File: config.mk
export PLATFORM = sky130hd
export DESIGN_NAME = sift_fifo_read_scheduler
export DESIGN_NICKNAME = d
export VERILOG_FILES = /design/src/rtl/sift_fifo_read_scheduler.sv
export SDC_FILE = /design/constraint.sdc
export NUM_CORES = 1
export LEC_CHECK = 0
export BUFFER_PORTS_ARGS = -buffer_cell sky130_fd_sc_hd__clkbuf_2
export CORE_UTILIZATION = 47
export CTS_CLUSTER_SIZE = 30
export DETAILED_ROUTE_END_ITERATION = 8
export GPL_TIMING_DRIVEN = 0
export PLACE_DENSITY_LB_ADDON = 0.15
export SYNTH_ARGS = -nofsm -noshare
export SYNTH_HDL_FRONTEND = slang
export SYNTH_SLANG_ARGS = --single-unit
File: constraint.sdc
create_clock -name iclk -period 4.2 [get_ports iclk]
set_input_delay 0.63 -clock iclk [delete_from_list [all_inputs] [get_ports iclk]]
set_output_delay 0.63 -clock iclk [all_outputs]
set_load 0.02 [all_outputs]
File: src/rtl/sift_fifo_read_scheduler.sv
// sift_fifo_read_scheduler
//   Round-robin burst scheduler that lets NREQ requesters share one detection
//   FIFO. A requester is granted once the FIFO holds at least a full burst.
//   The granted requester then receives BURST_LEN words. Reads pause while the
//   FIFO is empty. A one-cycle DRAIN state lets the last word arrive, and
//   odone is pulsed during it.
// Ports
//   iclk, ireset   : clock, asynchronous active-high reset
//   ireq           : per-requester level request
//   iempty, iusedw : FIFO empty flag and fill level
//   ofifo_rdreq    : FIFO read strobe (BURST only)
//   ogrant         : registered one-hot grant, held through BURST and DRAIN
//   odata_valid    : FIFO q valid for the granted requester (1-cycle read latency)
//   odone          : end-of-burst pulse to the granted requester
//   obusy          : scheduler not idle
module sift_fifo_read_scheduler #(
  parameter int NREQ      = 4,
  parameter int BURST_LEN = 16,
  parameter int USEDW_W   = 15
) (
  input  logic               iclk,
  input  logic               ireset,
  input  logic [NREQ-1:0]    ireq,
  input  logic               iempty,
  input  logic [USEDW_W-1:0] iusedw,
  output logic               ofifo_rdreq,
  output logic [NREQ-1:0]    ogrant,
  output logic [NREQ-1:0]    odata_valid,
  output logic [NREQ-1:0]    odone,
  output logic               obusy
);

  localparam int CW = $clog2(BURST_LEN + 1);
  localparam int PW = (NREQ > 1) ? $clog2(NREQ) : 1;

  typedef enum logic [1:0] {IDLE, BURST, DRAIN} state_t;

  state_t          state;
  logic [CW-1:0]   rd_cnt;
  logic [PW-1:0]   rr_ptr;
  logic [PW-1:0]   gidx;
  logic [PW-1:0]   win_idx;
  logic            win_vld;
  logic            start;
  logic            rdreq_q;

  // Round-robin search starting at rr_ptr. Walking the offsets from highest
  // to lowest lets the nearest asserted request overwrite the farther ones.
  always_comb begin
    win_vld = 1'b0;
    win_idx = '0;
    for (int i = NREQ - 1; i >= 0; i--) begin
      if (ireq[(int'(rr_ptr) + i) % NREQ]) begin
        win_vld = 1'b1;
        win_idx = PW'((int'(rr_ptr) + i) % NREQ);
      end
    end
  end

  assign start = (state == IDLE) && win_vld && (32'(iusedw) >= 32'(BURST_LEN));

  // Gating on rd_cnt keeps the read strobe from exceeding the burst length.
  assign ofifo_rdreq = (state == BURST) && !iempty && (rd_cnt < CW'(BURST_LEN));

  always_ff @(posedge iclk or posedge ireset) begin
    if (ireset) begin
      state   <= IDLE;
      rd_cnt  <= '0;
      rr_ptr  <= '0;
      gidx    <= '0;
      ogrant  <= '0;
      rdreq_q <= 1'b0;
    end else begin
      rdreq_q <= ofifo_rdreq;
      case (state)
        IDLE: begin
          if (start) begin
            state  <= BURST;
            rd_cnt <= '0;
            gidx   <= win_idx;
            ogrant <= NREQ'(1) << win_idx;
          end
        end
        BURST: begin
          if (ofifo_rdreq) begin
            rd_cnt <= rd_cnt + CW'(1);
            if (rd_cnt == CW'(BURST_LEN - 1)) state <= DRAIN;
          end
        end
        DRAIN: begin
          state  <= IDLE;
          ogrant <= '0;
          rr_ptr <= (int'(gidx) == NREQ - 1) ? '0 : gidx + PW'(1);
        end
        default: state <= IDLE;
      endcase
    end
  end

  assign odata_valid = {NREQ{rdreq_q}} & ogrant;
  assign odone       = (state == DRAIN) ? ogrant : '0;
  assign obusy       = (state != IDLE);

endmodule

=== After elaboration in Yosys (flattened, before gate mapping) ===
Index checks and enable logic that the tools add are counted.
W data, S select, Z words.

* Logic and storage cells: 75
* Bits of input ports: 22
* Register bits: 16
* Output and inout port bits: 14

* Eq/ne operators: 7
* $add $sub $neg: 5
* Mux-type cells: 30
* Shift operators: 1
* Reduce and logical (&&, ||, !) cells: 16
* Bitwise operators: 4
* Magnitude comparators: 6

{| class="wikitable"
|+ Operators with widths
! kind !! number
|-
| $mux W2 || 8
|-
| $ge A15 B5 Y1 const B || 1
|-
| $lt A3 B4 Y1 const B || 3
|-
| $mux W1 || 11
|-
| $mux W5 || 2
|-
| $pmux W5 S2 || 1
|-
| $bmux W1 S2 || 4
|-
| $mux W4 || 2
|-
| $pmux W4 S2 || 1
|-
| $reduce_and A3 Y1 || 2
|-
| $reduce_bool A2 Y1 || 3
|-
| $reduce_or A2 Y1 || 3
|-
| $add A5 B1 Y5 const B || 1
|-
| $eq A5 B4 Y1 const B || 1
|-
| $lt A5 B5 Y1 const B || 1
|-
| $add A2 B1 Y2 const B || 2
|-
| $add A2 B2 Y2 const B || 2
|-
| $and A4 B4 Y4 || 1
|-
| $eq A2 B1 Y1 const B || 2
|-
| $logic_and A1 B1 Y1 || 4
|-
| $ne A2 B2 Y1 const B || 2
|-
| $pmux W2 S2 || 1
|-
| $reduce_and A2 Y1 || 2
|-
| $shl A1 B2 Y4 const A || 1
|-
| other kinds (6) || 8
|}

=== Depth between registers and ports, before layout ===
* Depth in word-level cells: 14
* Mapped depth: 6

=== Worst setup path after synthesis ===
No wires, ideal clock.

* Path type: in2out
* Start point: input iempty
* End point: output ofifo_rdreq
* Arrival: 1.173 ns
* Path buffers: 0
* Stages on the path: 2
* Setup slack: 2.397 ns
* Required time: 3.570 ns
* Cells stage by stage: or3_1 inv_2

* Longest elaborated chain between the ends: 3

{| class="wikitable"
|+ RTL lines
! what !! RTL line !! source
|-
| from (decl) || 24 || <nowiki>input logic iempty,</nowiki>
|-
| $logic_not A1 Y1 || 63 || <nowiki>assign ofifo_rdreq = (state == BURST) && !iempty && (rd_cnt < CW'(BURST_LEN));</nowiki>
|-
| $logic_and A1 B1 Y1 (2 in a row) || 63 ||
|-
| to (decl) || 26 || <nowiki>output logic ofifo_rdreq,</nowiki>
|}

No other way between the ends.

=== Worst setup path after layout ===
* Start point: register state[1]
* End point: output ofifo_rdreq

* Longest elaborated chain between the ends: 3

{| class="wikitable"
|+ RTL lines
! what !! RTL line !! source
|-
| from (decl) || 38 || <nowiki>state_t state;</nowiki>
|-
| from (signal assigned) || 67 || <nowiki>state <= IDLE;</nowiki>
|-
| from (signal assigned) || 78 || <nowiki>state <= BURST;</nowiki>
|-
| from (signal assigned) || 87 || <nowiki>if (rd_cnt == CW'(BURST_LEN - 1)) state <= DRAIN;</nowiki>
|-
| $eq A2 B1 Y1 || 63 ||
|-
| $logic_and A1 B1 Y1 (2 in a row) || 63 ||
|}

No other way between the ends.

==> impl_metrics.ini <==
[synth]
ys_seq_area_frac = 0.450
synthCells = 90
syn-cell-area_um2 = 890
synth_area_per_cell_um2 = 9.88
synth_seq_cells = 16
ys.warnings.count = 0
syn-num-nets = 115
synth_cell_types = 32

[grt]
grt_pass1_wl_um = 2900
antenna_found_initial = 0
grt_max_degree = 17
grt_use_total = 0.201
grt_overflow_total = 0
grt_pass1_vias = 672

[floorplanning]
io_pins = 36
core_um2 = 1750
die_area_um2 = 2070
die_x_um = 45.5
die_h_um = 45.5
rows = 15
start_util = 0.510

[timing]
clock_skew_ns = 0.00381
relSlewSlack = 0.607
fin_ws_ns = 2.01
drv_slew = 0
finalHoldViolations = 0
finalCritPeriodShare = 0.522
post-route-min-period_ns = 2.19
tightest_slew_ns = 0.589
fin_tns_setup_ns = 0
setup_viol = 0
rsz0062_at_grt = no
hold_ws_ns = 0.365
max_freq_mhz = 456

[power]
swShare = 0.255
intPower_uw = 234
leakage_nw = 0.580
power_switching_uw = 80.1
seqPwrFrac = 0.538
clkPwrFrac = 0.332
vdd_drop_max_uv = 239
powerDensity_nw_per_um2 = 283
comb_power_share = 0.130
power_uw = 314

[final_layout]
fin_util = 0.637
nFillCells = 160
drive_gt1_frac = 0.320
final_common_cell = clkbuf_2
antenna_cells = 0
nNetsFinal = 151
finalInstanceArea_um2 = 1110
areaGrowthSynthToFinish_pct = 25.0
fin_cells = 150
final_cell_mix = 31 x clkbuf_2, 16 x dfrtp_1, 11 x and2_1

[cts]
tritoncts = built
clk_pin_slew_ns = 0.10
numCtsBuffers = 3
clock-root-buffer = clkbuf_4
htreeDepth = 1
post-cts-setup-buffers = 0
ctsHoldBuffers = 0
clock-sinks = 16
cts_buffer_depth = 2
cts_resized = 0
clk_latency_ns = 0.29

[place]
placedCellCount = 146
dpl-instance-area_um2 = 1080
io_buffers = 31
place_hpwl_um = 1390
preCtsSetupSlack_ns = 2.15
place_congestion = 0.793

[worst_setup_path]
criticalPathCategory = reg2out
worstPathArrival_ns = 1.56
required_ns = 3.57
reg2reg_depth = 6
startpoint_type = flip-flop
crit_fanout = 5
cp-end-kind = primary output

[route]
antenna_left = 0
wirelength_um = 1740
drt-initial-drc-count = 7
dr.pass1.iters = 2
wl_per_cell_um = 11.6
vias = 788
viasPerCell = 5.25
drc = 0

[job]
max_cap_violations = 0

[outcome]
status = completed

[min_path]
hold_class = in2async
routing by layer:
metal,wire (um),global-route usage,share of wire
met5,0,0,0
met4,11,0.115,0.0063
met3,100,0.0317,0.057
met2,829,0.323,0.48
met1,801,0.254,0.46
worst paths after layout:
| path | from | end | slack, ns |
|---|---|---|---|
| min in group iclk | gidx[0] | rr_ptr[0] | 0.48 |
| max in group asynchronous | ireset | rr_ptr[1] | 3.45 |
| worst max register to register | state[1] | rd_cnt[3] | 2.58 |
| worst min-delay path | ireset | state[1] | 0.37 |
| worst max-delay path | state[1] | ofifo_rdreq | 2.01 |
| worst min register to register | gidx[0] | rr_ptr[0] | 0.48 |
cell usage after synthesis, drive strengths merged:
| library cell | n | area (um^2) |
|---|---|---|
| dfrtp | 16 | 400 |
| and2 | 11 | 68.8 |
| o21ai | 6 | 30.0 |
| inv | 5 | 18.8 |
| nand2 | 5 | 18.8 |
| o31ai | 5 | 37.5 |
| nand2b | 4 | 25.0 |
| o211ai | 4 | 30.0 |
| a21o | 3 | 30.0 |
| ha | 3 | 37.5 |
| nor2 | 3 | 11.3 |
| nor2b | 3 | 18.8 |
| a21oi | 2 | 10.0 |
| and3 | 2 | 12.5 |
| buf | 2 | 16.3 |
| nor3 | 2 | 10.0 |
| nor4 | 2 | 12.5 |
| or2 | 2 | 15.0 |
| xnor2 | 2 | 17.5 |
| a211o | 1 | 8.76 |
| a211oi | 1 | 7.51 |
| mux2 | 1 | 11.3 |
| mux2i | 1 | 10.0 |
| nand4 | 1 | 6.26 |
| o32a | 1 | 10.0 |
| o32ai | 1 | 8.76 |
| or3 | 1 | 6.26 |
flip-flops by register name, indices dropped and copies added (netlist names):
register	flops
gidx	2
ogrant	4
rd_cnt	5
rdreq_q	1
rr_ptr	2
state	2
logic make-up (layout without fill, tap and decap cells):
logic type	after synthesis	after routing	share of synthesized area
flip-flops	16	16	0.450
AND/OR/NAND/NOR	36	36	0.231
XOR/XNOR	2	2	0.0197
multiplexers	2	2	0.0239
AO/OA/AOI/OAI	24	24	0.194
adder cells (fa/ha/maj)	3	3	0.0422
buffers and inverters	7	42	0.0394
power by group through the flow:
stage          Sequential, mW  Combinational [mW]  Clock [mW]
2_1_floorplan           0.173              0.0228           0
3_3_place_gp            0.171              0.0404           0
3_5_place_dp            0.172              0.0415           0
4_1_cts                 0.169              0.0416       0.105
5_1_grt                 0.170              0.0471       0.111
6_report                0.169              0.0409       0.104
critical path, cell delays in order (launching register included):
cell	delay (ns)
dfrtp_1	0.41
nand2b_1	0.20
or3_1	0.38
inv_2	0.12
clkbuf_2	0.17
cell type report:
type	count	area, um^2	area share
Sequential cell	16	400	0.360
Inverter	5	18.8	0.0169
Buffer	2	16.3	0.0146
Timing Repair Buffer	31	155	0.139
Clock buffer	4	36.3	0.0326
Tap cell	25	31.3	0.0281
Multi-Input combinational cell	67	454	0.408
(Power assumes the default switching activity.)
